`config.mk`:
```
export PLATFORM = sky130hd
export DESIGN_NAME = linear_interp_flat
export DESIGN_NICKNAME = d
export VERILOG_FILES = /design/src/rtl/linear_interp_if.sv /design/src/rtl/linear_interp.sv /design/src/flat_wrapper.sv
export SDC_FILE = /design/constraint.sdc
export NUM_CORES = 1
export LEC_CHECK = 0
export ABC_AREA = 1
export BUFFER_PORTS_ARGS = -buffer_cell sky130_fd_sc_hd__buf_2
export CAP_MARGIN = 40
export CELL_PAD_IN_SITES_DETAIL_PLACEMENT = 0
export CELL_PAD_IN_SITES_GLOBAL_PLACEMENT = 1
export CORE_MARGIN = 8
export CORE_UTILIZATION = 34
export DETAILED_ROUTE_END_ITERATION = 7
export PLACE_DENSITY_LB_ADDON = 0.25
export SETUP_SLACK_MARGIN = 0.05
export SYNTH_ARGS = -nofsm -noshare
export SYNTH_HDL_FRONTEND = slang
export SYNTH_SLANG_ARGS = --single-unit
```
`constraint.sdc`:
```
create_clock -name aclk -period 5.87 [get_ports aclk]
set_input_delay 0.2935 -clock aclk [delete_from_list [all_inputs] [get_ports aclk]]
set_output_delay 0.2935 -clock aclk [all_outputs]
set_load 0.005 [all_outputs]
```
`src/rtl/linear_interp_if.sv`:
```
// Stream bundle for linear_interp: one signed sample per beat, valid/ready handshake.
// Latency: none, wires only.
// Backpressure: beat transfers when tvalid and tready are both high at a rising clock edge.
//
// Ports/signals: tdata  signed sample, WIDTH bits
//                tvalid producer has a beat
//                tready consumer can take the beat
interface linear_interp_if #(
  parameter int WIDTH = 16
) ();
  logic signed [WIDTH-1:0] tdata;
  logic                    tvalid;
  logic                    tready;

  modport master (output tdata, output tvalid, input tready);
  modport slave  (input tdata, input tvalid, output tready);
endinterface

```
`src/rtl/linear_interp.sv`:
```
// Linear interpolator: each low-rate input sample yields 2**OSR_LOG2 output beats ramping from the previous sample.
// Latency: 1 cycle from the accepting input edge to the first output beat of a segment.
// Backpressure: one-entry look-ahead buffer; s tready = !next_valid; outputs hold while m tready is low.
//
// Ports: aclk         rising-edge clock
//        arst_n       synchronous active-low reset
//        s_axis_data  slave stream, low-rate signed input samples
//        m_axis_data  master stream, registered interpolated samples
// Optional feature: define LINEAR_INTERP_UNDERFLOW_HOLD_EN to repeat the last sample on
// input underflow instead of dropping m tvalid.
module linear_interp #(
  parameter int WIDTH    = 16,
  parameter int OSR_LOG2 = 4
) (
  input  logic            aclk,
  input  logic            arst_n,
  linear_interp_if.slave  s_axis_data,
  linear_interp_if.master m_axis_data
);

  localparam int ACC_W = WIDTH + OSR_LOG2 + 1;
  localparam int DW    = WIDTH + 1;

  typedef enum logic [1:0] {
    ST_IDLE = 2'd0,
    ST_RUN  = 2'd1
`ifdef LINEAR_INTERP_UNDERFLOW_HOLD_EN
    ,
    ST_HOLD = 2'd2
`endif
  } state_t;

  state_t state, state_nxt;

  logic signed [WIDTH-1:0] x_prev, x_cur, nxt_dat, m_dat;
  logic signed [DW-1:0]    delta;
  logic signed [ACC_W-1:0] acc, acc_sum;
  logic [OSR_LOG2-1:0]     k;
  logic                    next_valid, m_vld;

  logic in_hs, out_hs, k_last;
  logic load_seg, load_from_nxt, step, seg_end, nxt_wr, drop_vld, hold_out;
  logic signed [WIDTH-1:0] seg_base, seg_src;

  assign s_axis_data.tready = ~next_valid;
  assign m_axis_data.tdata  = m_dat;
  assign m_axis_data.tvalid = m_vld;

  assign in_hs  = s_axis_data.tvalid & ~next_valid;
  assign out_hs = m_vld & m_axis_data.tready;
  assign k_last = &k;

  // A segment chained at the end of the previous one starts from x_cur, which becomes
  // x_prev on that same edge; otherwise x_prev is already up to date.
  assign seg_base = seg_end ? x_cur : x_prev;
  assign seg_src  = load_from_nxt ? nxt_dat : s_axis_data.tdata;

  // acc carries x_prev*OSR + k*delta; it always lies between the two endpoints scaled
  // by OSR, so the extra sign bit is enough to avoid wrap on full-scale swings.
  assign acc_sum = acc + ACC_W'(delta);

  always_ff @(posedge aclk) begin
    if (!arst_n) state <= ST_IDLE;
    else         state <= state_nxt;
  end

  always_comb begin
    state_nxt     = state;
    load_seg      = 1'b0;
    load_from_nxt = 1'b0;
    step          = 1'b0;
    seg_end       = 1'b0;
    nxt_wr        = 1'b0;
    drop_vld      = 1'b0;
    hold_out      = 1'b0;
    case (state)
      ST_IDLE: begin
        if (next_valid) begin
          load_seg      = 1'b1;
          load_from_nxt = 1'b1;
          state_nxt     = ST_RUN;
        end else if (in_hs) begin
          load_seg  = 1'b1;
          state_nxt = ST_RUN;
        end
      end
      ST_RUN: begin
        // While a segment plays, new samples always park in the buffer, even when
        // they arrive on the last phase.
        nxt_wr = in_hs;
        if (out_hs) begin
          if (!k_last) begin
            step = 1'b1;
          end else begin
            seg_end = 1'b1;
            if (next_valid) begin
              load_seg      = 1'b1;
              load_from_nxt = 1'b1;
            end else begin
`ifdef LINEAR_INTERP_UNDERFLOW_HOLD_EN
              state_nxt = ST_HOLD;
              hold_out  = 1'b1;
`else
              state_nxt = ST_IDLE;
              drop_vld  = 1'b1;
`endif
            end
          end
        end
      end
`ifdef LINEAR_INTERP_UNDERFLOW_HOLD_EN
      ST_HOLD: begin
        // The held beat must be taken before a buffered sample starts its segment;
        // a fresh input can start immediately since its first beat repeats x_prev.
        if (out_hs && next_valid) begin
          load_seg      = 1'b1;
          load_from_nxt = 1'b1;
          state_nxt     = ST_RUN;
        end else if (in_hs) begin
          load_seg  = 1'b1;
          state_nxt = ST_RUN;
        end
      end
`endif
      default: state_nxt = ST_IDLE;
    endcase
  end

  always_ff @(posedge aclk) begin
    if (!arst_n) begin
      x_prev     <= '0;
      x_cur      <= '0;
      delta      <= '0;
      acc        <= '0;
      k          <= '0;
      nxt_dat    <= '0;
      next_valid <= 1'b0;
      m_dat      <= '0;
      m_vld      <= 1'b0;
    end else begin
      if (seg_end) x_prev <= x_cur;

      if (load_seg) begin
        x_cur <= seg_src;
        delta <= DW'(seg_src) - DW'(seg_base);
        acc   <= ACC_W'(seg_base) <<< OSR_LOG2;
        k     <= '0;
        m_dat <= seg_base;
        m_vld <= 1'b1;
      end else if (step) begin
        acc   <= acc_sum;
        k     <= k + OSR_LOG2'(1);
        // Dropping the low bits of a two's complement value is a floor division by OSR.
        m_dat <= acc_sum[OSR_LOG2 +: WIDTH];
      end else if (hold_out) begin
        m_dat <= x_cur;
      end else if (drop_vld) begin
        m_vld <= 1'b0;
      end

      if (load_seg && load_from_nxt) begin
        next_valid <= 1'b0;
      end else if (nxt_wr) begin
        nxt_dat    <= s_axis_data.tdata;
        next_valid <= 1'b1;
      end
    end
  end

endmodule

```
`src/flat_wrapper.sv`:
```
// flat-port wrapper written by rule: the top's interface ports become plain ports
module linear_interp_flat 
#(
  parameter int WIDTH    = 16,
  parameter int OSR_LOG2 = 4
)
  (aclk, arst_n, s_axis_data_tdata, s_axis_data_tvalid, s_axis_data_tready, m_axis_data_tdata, m_axis_data_tvalid, m_axis_data_tready);
  linear_interp_if #(.WIDTH(WIDTH)) s_axis_data_i ();
  linear_interp_if #(.WIDTH(WIDTH)) m_axis_data_i ();
  input  logic aclk;
  input  logic arst_n;
  input wire logic [$bits(s_axis_data_i.tdata)-1:0] s_axis_data_tdata;
  input wire logic [$bits(s_axis_data_i.tvalid)-1:0] s_axis_data_tvalid;
  output wire logic [$bits(s_axis_data_i.tready)-1:0] s_axis_data_tready;
  output wire logic [$bits(m_axis_data_i.tdata)-1:0] m_axis_data_tdata;
  output wire logic [$bits(m_axis_data_i.tvalid)-1:0] m_axis_data_tvalid;
  input wire logic [$bits(m_axis_data_i.tready)-1:0] m_axis_data_tready;
  assign s_axis_data_i.tdata = s_axis_data_tdata;
  assign s_axis_data_i.tvalid = s_axis_data_tvalid;
  assign s_axis_data_tready = s_axis_data_i.tready;
  assign m_axis_data_tdata = m_axis_data_i.tdata;
  assign m_axis_data_tvalid = m_axis_data_i.tvalid;
  assign m_axis_data_i.tready = m_axis_data_tready;
  linear_interp #(.WIDTH(WIDTH), .OSR_LOG2(OSR_LOG2)) u_core (.aclk(aclk), .arst_n(arst_n), .s_axis_data(s_axis_data_i), .m_axis_data(m_axis_data_i));
endmodule
```
==> out/results.txt, run 1 <==
Vias per cell: 4.81
Crit path cell chain: ha_1 -> nand2_1 -> nor2_2 -> nand3_2 -> o21ai_0 -> inv_1 -> ha_1 -> fa_1 -> nor2_1 -> a211oi_1 -> o21ai_0 -> nand2_2 -> o21ai_2 -> nand2_1 -> nand4_1 -> nand3_1 -> nand2_1 -> inv_1
Hold-fix buffer count after cts: 0
Ys Warns: 0
GRT Total Usage: 0.148
Share of cells above drive strength 1: 0.111
Worst Hold Class: in2reg
Post-detail-place hpwl: 13.0 mm
M3 GR Usage: 0.0257
Simple-gate share of the synthesized area: 0.302
DRT iter0 DRCs: 321
Headroom to the max-slew limit: 0.451
Worst path max stage delay: 0.54 ns
Leading area contributor after synthesis: dfxtp_1
Worst Tran Pin Value: 0.821 ns
Startpoint types: flop
Synth Area in XOR/XNOR: 0.0237
Clk pin slew, worst setup/hold paths: 0.07 ns
Setup TNS: 0 ns
VDD IR max: 0.138 mV
Crit path buffers/inverters: 2
Clock sinks: 108
Final setup viols: 0
Placed inst area: 0.00667 mm2
Final Hold Viols: 0
Nets: 995
Async SR Flop Fraction: 0
Critical path's top delay family: simple AND/OR/NAND/NOR gates
Register area share after synthesis: 0.344
Number of synthesized flops with an enable pin: 0
Post-Synth Adder-Cell Area: 0.0721
Worst-path fanout max: 22
Diodes inserted: 0
GRT met2 Usage: 0.248
GRT overflow: 0
Synth cell types: 44
RSZ-0062 raised after global routing: false
Yosys reg bits: 108
Outcome: complete, no violations
Slew Viols, Final: 0
Ys flop type: dfxtp_1
Root Buffer: clkbuf_16
Syn nets: 970
Resized cells post-CTS: 0
I/O Pins: 38
Setup Fix Bufs, Post-CTS: 0
Skew-Pair Late Insertion Delay: 0.35 ns
Initial antenna violation count: 0
Maxcap violations: 0
Gpl congestion: 0.814
Num rows: 49
Worst EP arrival: 4.23 ns
Mapped Cells: 915
Largest net degree at the start of global routing: 53
Full die area: 0.0231 mm2
Initial Util: 0.349
Pwr Density: 255 mW/mm2
Syn Std Cell Area: 0.00628 mm2
CTS buffer count: 9
Highest clock rate: 252 MHz
Mapped Avg Cell Area: 6.87 um2
Minimum clock period: 3.96 ns
Final Cycle Share: 0.675
Synth top area cells: dfxtp_1 34%, nand2_1 13%, inv_1 7.2%
First-pass GRT wire length: 28.3 mm
Port bufs: 37
Core box area: 0.0180 mm2
Mux contribution to synthesized area: 0.0191
Synth Area in Compound Gates: 0.140
DR DRC count: 0
Crit Path Class: reg2reg
Vias: 5,646
Largest buffer count on any clock path: 2
Most frequent CP cell: nand2_1
Cell area after layout: 0.00699 mm2
Routed Antenna Nets: 0
DRT Wirelength: 16.9 mm
Number of global-route vias before repair: 5,583
H-tree Lvls: 3
Top cell type's share of synthesized area: 0.344
Worst setup EP type: flop
First-pass iteration count of the detailed router: 4
GR Util met1: 0.193
Area grow syn2layout: 11.3%
Pleak: 3.62 nW
Largest family of logic cells by synthesized area: simple AND/OR/NAND/NOR gates
Critical-path top delay cell: o21ai_0
Routed len/inst: 14.4 um
GRT Max-Usage Layer: met2
Die Ht: 152 um
Die Width: 152 um
Critical path data required time: 6.13 ns
Synth top cells by count: 220 x nand2_1, 121 x inv_1, 108 x dfxtp_1
Cell with the most instances after synthesis: nand2_1
# fillers: 2,008
CTS tree: yes
Worst clock skew: 0.00714 ns
-- worst register-to-register path: stages, from the launching register on --
cell	delay [ns]
dfxtp_1	0.36
ha_1	0.22
nand2_1	0.08
nor2_2	0.14
nand3_2	0.51
o21ai_0	0.54
inv_1	0.08
ha_1	0.22
fa_1	0.40
nor2_1	0.11
a211oi_1	0.07
o21ai_0	0.38
nand2_2	0.11
o21ai_2	0.23
nand2_1	0.11
nand4_1	0.10
nand3_1	0.08
nand2_1	0.09
inv_1	0.03
-- cell type report --
class	count	area, um2	area share
Tap cell	229	287	0.0410
Multi-Input combinational cell	651	3510	0.502
Clock inverter	3	68.8	0.00984
Sequential cell	108	2160	0.309
Clock buffer	13	260	0.0372
Inverter	127	477	0.0682
Timing Repair Buffer	43	230	0.0329
-- power breakdown --
group,internal (mW),leakage (nW),total (mW),switching (mW)
Combinational,0.102,2.58,0.303,0.201
Clock,0.399,0.160,0.684,0.285
Sequential,0.771,0.879,0.796,0.0258
-- final timing paths --
| kind | startpoint | slack, ns | to | cells after the start |
|---|---|---|---|---|
| min reg2reg | u_core.nxt_dat[5] | 0.45 | u_core.nxt_dat[5] | 2 |
| min | s_axis_data_tdata[2] | 0.20 | u_core.nxt_dat[2] | 3 |
| max reg2reg | u_core.k[1] | 1.91 | u_core.delta[16] | 18 |
| max | u_core.k[1] | 1.91 | u_core.delta[16] | 18 |
-- state kept, by name, indices dropped and copies added (netlist names) --
| register | cells |
|---|---|
| u_core.delta | 17 |
| u_core.m_axis_data.tdata | 16 |
| u_core.x_cur | 16 |
| u_core.k | 4 |
| u_core.m_axis_data.tvalid | 1 |
| u_core.nxt_dat | 16 |
| u_core.x_prev | 16 |
| u_core.next_valid | 1 |
| u_core.state | 1 |
| u_core.acc | 20 |
-- metrics by stage --
| stage | worst slack [ns] | power [mW] | hold slack, ns | utilization | cells |
|---|---|---|---|---|---|
| global placement | 2.04 | 1.12 | 0.439 | 0.370 | 1158 |
| finish | 1.91 | 1.78 | 0.200 | 0.388 | 1174 |
| floorplan | 2.69 | 1.03 | 0.423 | - | 915 |
| CTS | 1.94 | 1.81 | 0.191 | 0.388 | 1174 |
| global route | 1.43 | 1.89 | 0.199 | 0.388 | 1174 |
| detailed placement | 1.96 | 1.12 | 0.444 | 0.370 | 1158 |
-- layer usage --
metal | vias to the layer above | part of all wire
li1 | 3001 | -
met1 | 2571 | 0.50
met2 | 62 | 0.46
met3 | 12 | 0.025
met4 | 0 | 0.0096
met5 | - | 0
-- logic make-up after synthesis --
group,after synthesis
AND/OR/NAND/NOR,430
AO/OA/AOI/OAI,157
buffers and inverters,156
flip-flops,108
adder cells (fa/ha/maj),35
XOR/XNOR,17
multiplexers,12
-- placed cells by master, fill, tap and decap left out, drive strengths merged --
cell and count:
ha 33, o21bai 4, a221oi 1, inv 125, o22ai 7, nand2 229
a21oi 45, nor4 3, a22o 2, a211oi 4, and2 1, nor2 81
nor3b 2, o21ai 79, xor2 13, fa 2, xnor2 4, clkinv 3
nand3 82, a31oi 3, a311oi 1, or2 19, dfxtp 108, o211ai 1
clkbuf 13, o21a 3, a21o 5, o31ai 2, buf 43, nor3 5
mux2i 12, bufinv 2, nand4 8
No activity file was read; power rests on OpenSTA's default activity.
==> run 2, diff against run 1 <==
- clock period: 5.87 -> 3.6 ns (I/O delays scaled with it)
==> run 2 against run 1 <==
Final area rose by 0.80%. Die area stayed put. Count of clock-buffer cells in the layout shrank 3. Highest routed layer unchanged.
==> out/results.txt, run 2 (synthesis results as in run 1) <==
Largest net degree at the start of global routing: 52
Pleak: 3.65 nW
I/O Pins: 38
Routed len/inst: 14.5 um
VDD IR max: 0.211 mV
Minimum clock period: 3.21 ns
Share of cells above drive strength 1: 0.123
Worst setup EP type: flop
Worst Hold Class: in2reg
Final Cycle Share: 0.892
Die Ht: 152 um
Largest buffer count on any clock path: 2
Top flop regs: u_core.acc (20), u_core.delta (17)
GRT Total Usage: 0.150
Area grow syn2layout: 12.2%
Number of global-route vias before repair: 5,655
Vias: 5,674
Skew-Pair Late Insertion Delay: 0.35 ns
CTS buffer count: 9
GRT overflow: 0
Post-detail-place hpwl: 13.3 mm
Worst Tran Pin Value: 0.702 ns
DRT Wirelength: 17.1 mm
Diodes inserted: 0
Worst EP arrival: 3.47 ns
Headroom to the max-slew limit: 0.532
Maxcap violations: 0
Worst-path fanout max: 10
Largest register FFs: 20
DRT iter0 DRCs: 306
Post-route setup slack: 0.389 ns
Commonest non-fill, non-tap cell in the layout: nand2_1
Routed Antenna Nets: 0
Critical path data required time: 3.85 ns
Port bufs: 37
Hold-fix buffer count after cts: 0
Root Buffer: clkbuf_16
Core box area: 0.0180 mm2
Vias per cell: 4.79
Post-placement setup slack: 0.303 ns
Slew Viols, Final: 0
Highest clock rate: 311 MHz
First-pass iteration count of the detailed router: 5
Clk pin slew, worst setup/hold paths: 0.08 ns
H-tree Lvls: 3
DR DRC count: 0
Initial Util: 0.349
RSZ-0062 raised after global routing: false
CTS tree: yes
Most frequent cells in the layout: 220 x nand2_1, 121 x inv_1, 108 x dfxtp_1, 76 x nor2_1, 75 x nand3_1
Outcome: complete, no violations
Initial antenna violation count: 0
Num rows: 49
Final Hold Viols: 0
Clock sinks: 108
Nets: 1,005
Gpl congestion: 0.830
Full die area: 0.0231 mm2
First-pass GRT wire length: 28.8 mm
Pwr Density: 405 mW/mm2
Top reg by flops: u_core.acc
Die Width: 152 um
Setup Fix Bufs, Post-CTS: 0
Final setup viols: 0
Worst clock skew: 0.0114 ns
Crit Path Class: reg2reg
Setup TNS: 0 ns
Startpoint types: flop
-- run 2: changes by cell type in the layout (fill, tap and decap cells not counted), moves of 2 or more --
cell	before	now
o21ai_0	75	73
o21ai_1	2	4
buf_4	6	16
clkbuf_1	2	0
-- run 2: final timing paths --
path | from | endpoint | slack, ns | depth (start not counted)
worst min register to register | u_core.nxt_dat[5] | u_core.nxt_dat[5] | 0.45 | 2
worst min-delay path | s_axis_data_tdata[13] | u_core.nxt_dat[13] | 0.09 | 3
worst max register to register | u_core.k[0] | u_core.delta[11] | 0.39 | 23
worst max-delay path | u_core.k[0] | u_core.delta[11] | 0.39 | 23
-- run 2: worst max-delay path: stages, from the launching register on --
cell and delay, ns:
dfxtp_1 0.33, ha_1 0.24, nand3_2 0.14, o21bai_4 0.08, nand2_4 0.09, inv_1 0.05
buf_4 0.16, or2_2 0.27, o21ai_0 0.10, inv_1 0.08, ha_1 0.35, nand2_1 0.06
o21ai_1 0.20, nand3_1 0.10, nand2_1 0.11, nand2_1 0.08, nand3_1 0.08, nand2_1 0.09
o21ai_2 0.17, nand2_2 0.07, nand3_1 0.07, nand3_1 0.08, nand2_1 0.07, inv_1 0.03
-- run 2: cell type report --
class / count / area [um2]
fill: 2032 / 11000
clock buffer: 10 / 239
inverter: 127 / 477
sequential: 108 / 2160
timing repair buffer: 53 / 305
tap: 229 / 287
multi-input combinational: 651 / 3510
clock inverter: 6 / 71.3
-- run 2: per-layer routing --
metal  vias to the layer above  part of all wire  GRT usage
met4                         0            0.0097     0.0363
met1                      2568              0.50      0.195
met2                        59              0.47      0.254
met3                        13             0.027     0.0260
li1                       3034                 -          -
met5                         -                 0          0
-- run 2: timing repair --
item	in CTS	in global routing
endpoints found under the hold margin	0	0
gates resized for setup	0	2
setup endpoints to repair	0	4
-- run 2: metrics by stage --
step / std cells / instance area, um2 / utilization / hold slack (ns) / power (mW)
after floorplan: 915 / 6280 / - / 0.347 / 1.69
after global placement: 1168 / 6740 / 0.374 / 0.439 / 1.84
after detailed placement: 1168 / 6740 / 0.374 / 0.443 / 1.84
after CTS: 1184 / 7050 / 0.391 / 0.0762 / 2.90
after global routing: 1184 / 7050 / 0.391 / 0.0946 / 3.02
final: 1184 / 7050 / 0.391 / 0.0913 / 2.85
-- run 2: power by group --
group	leakage [nW]	switching (mW)	internal (mW)
logic	2.62	0.336	0.176
registers	0.879	0.0370	1.26
clock network	0.151	0.480	0.567
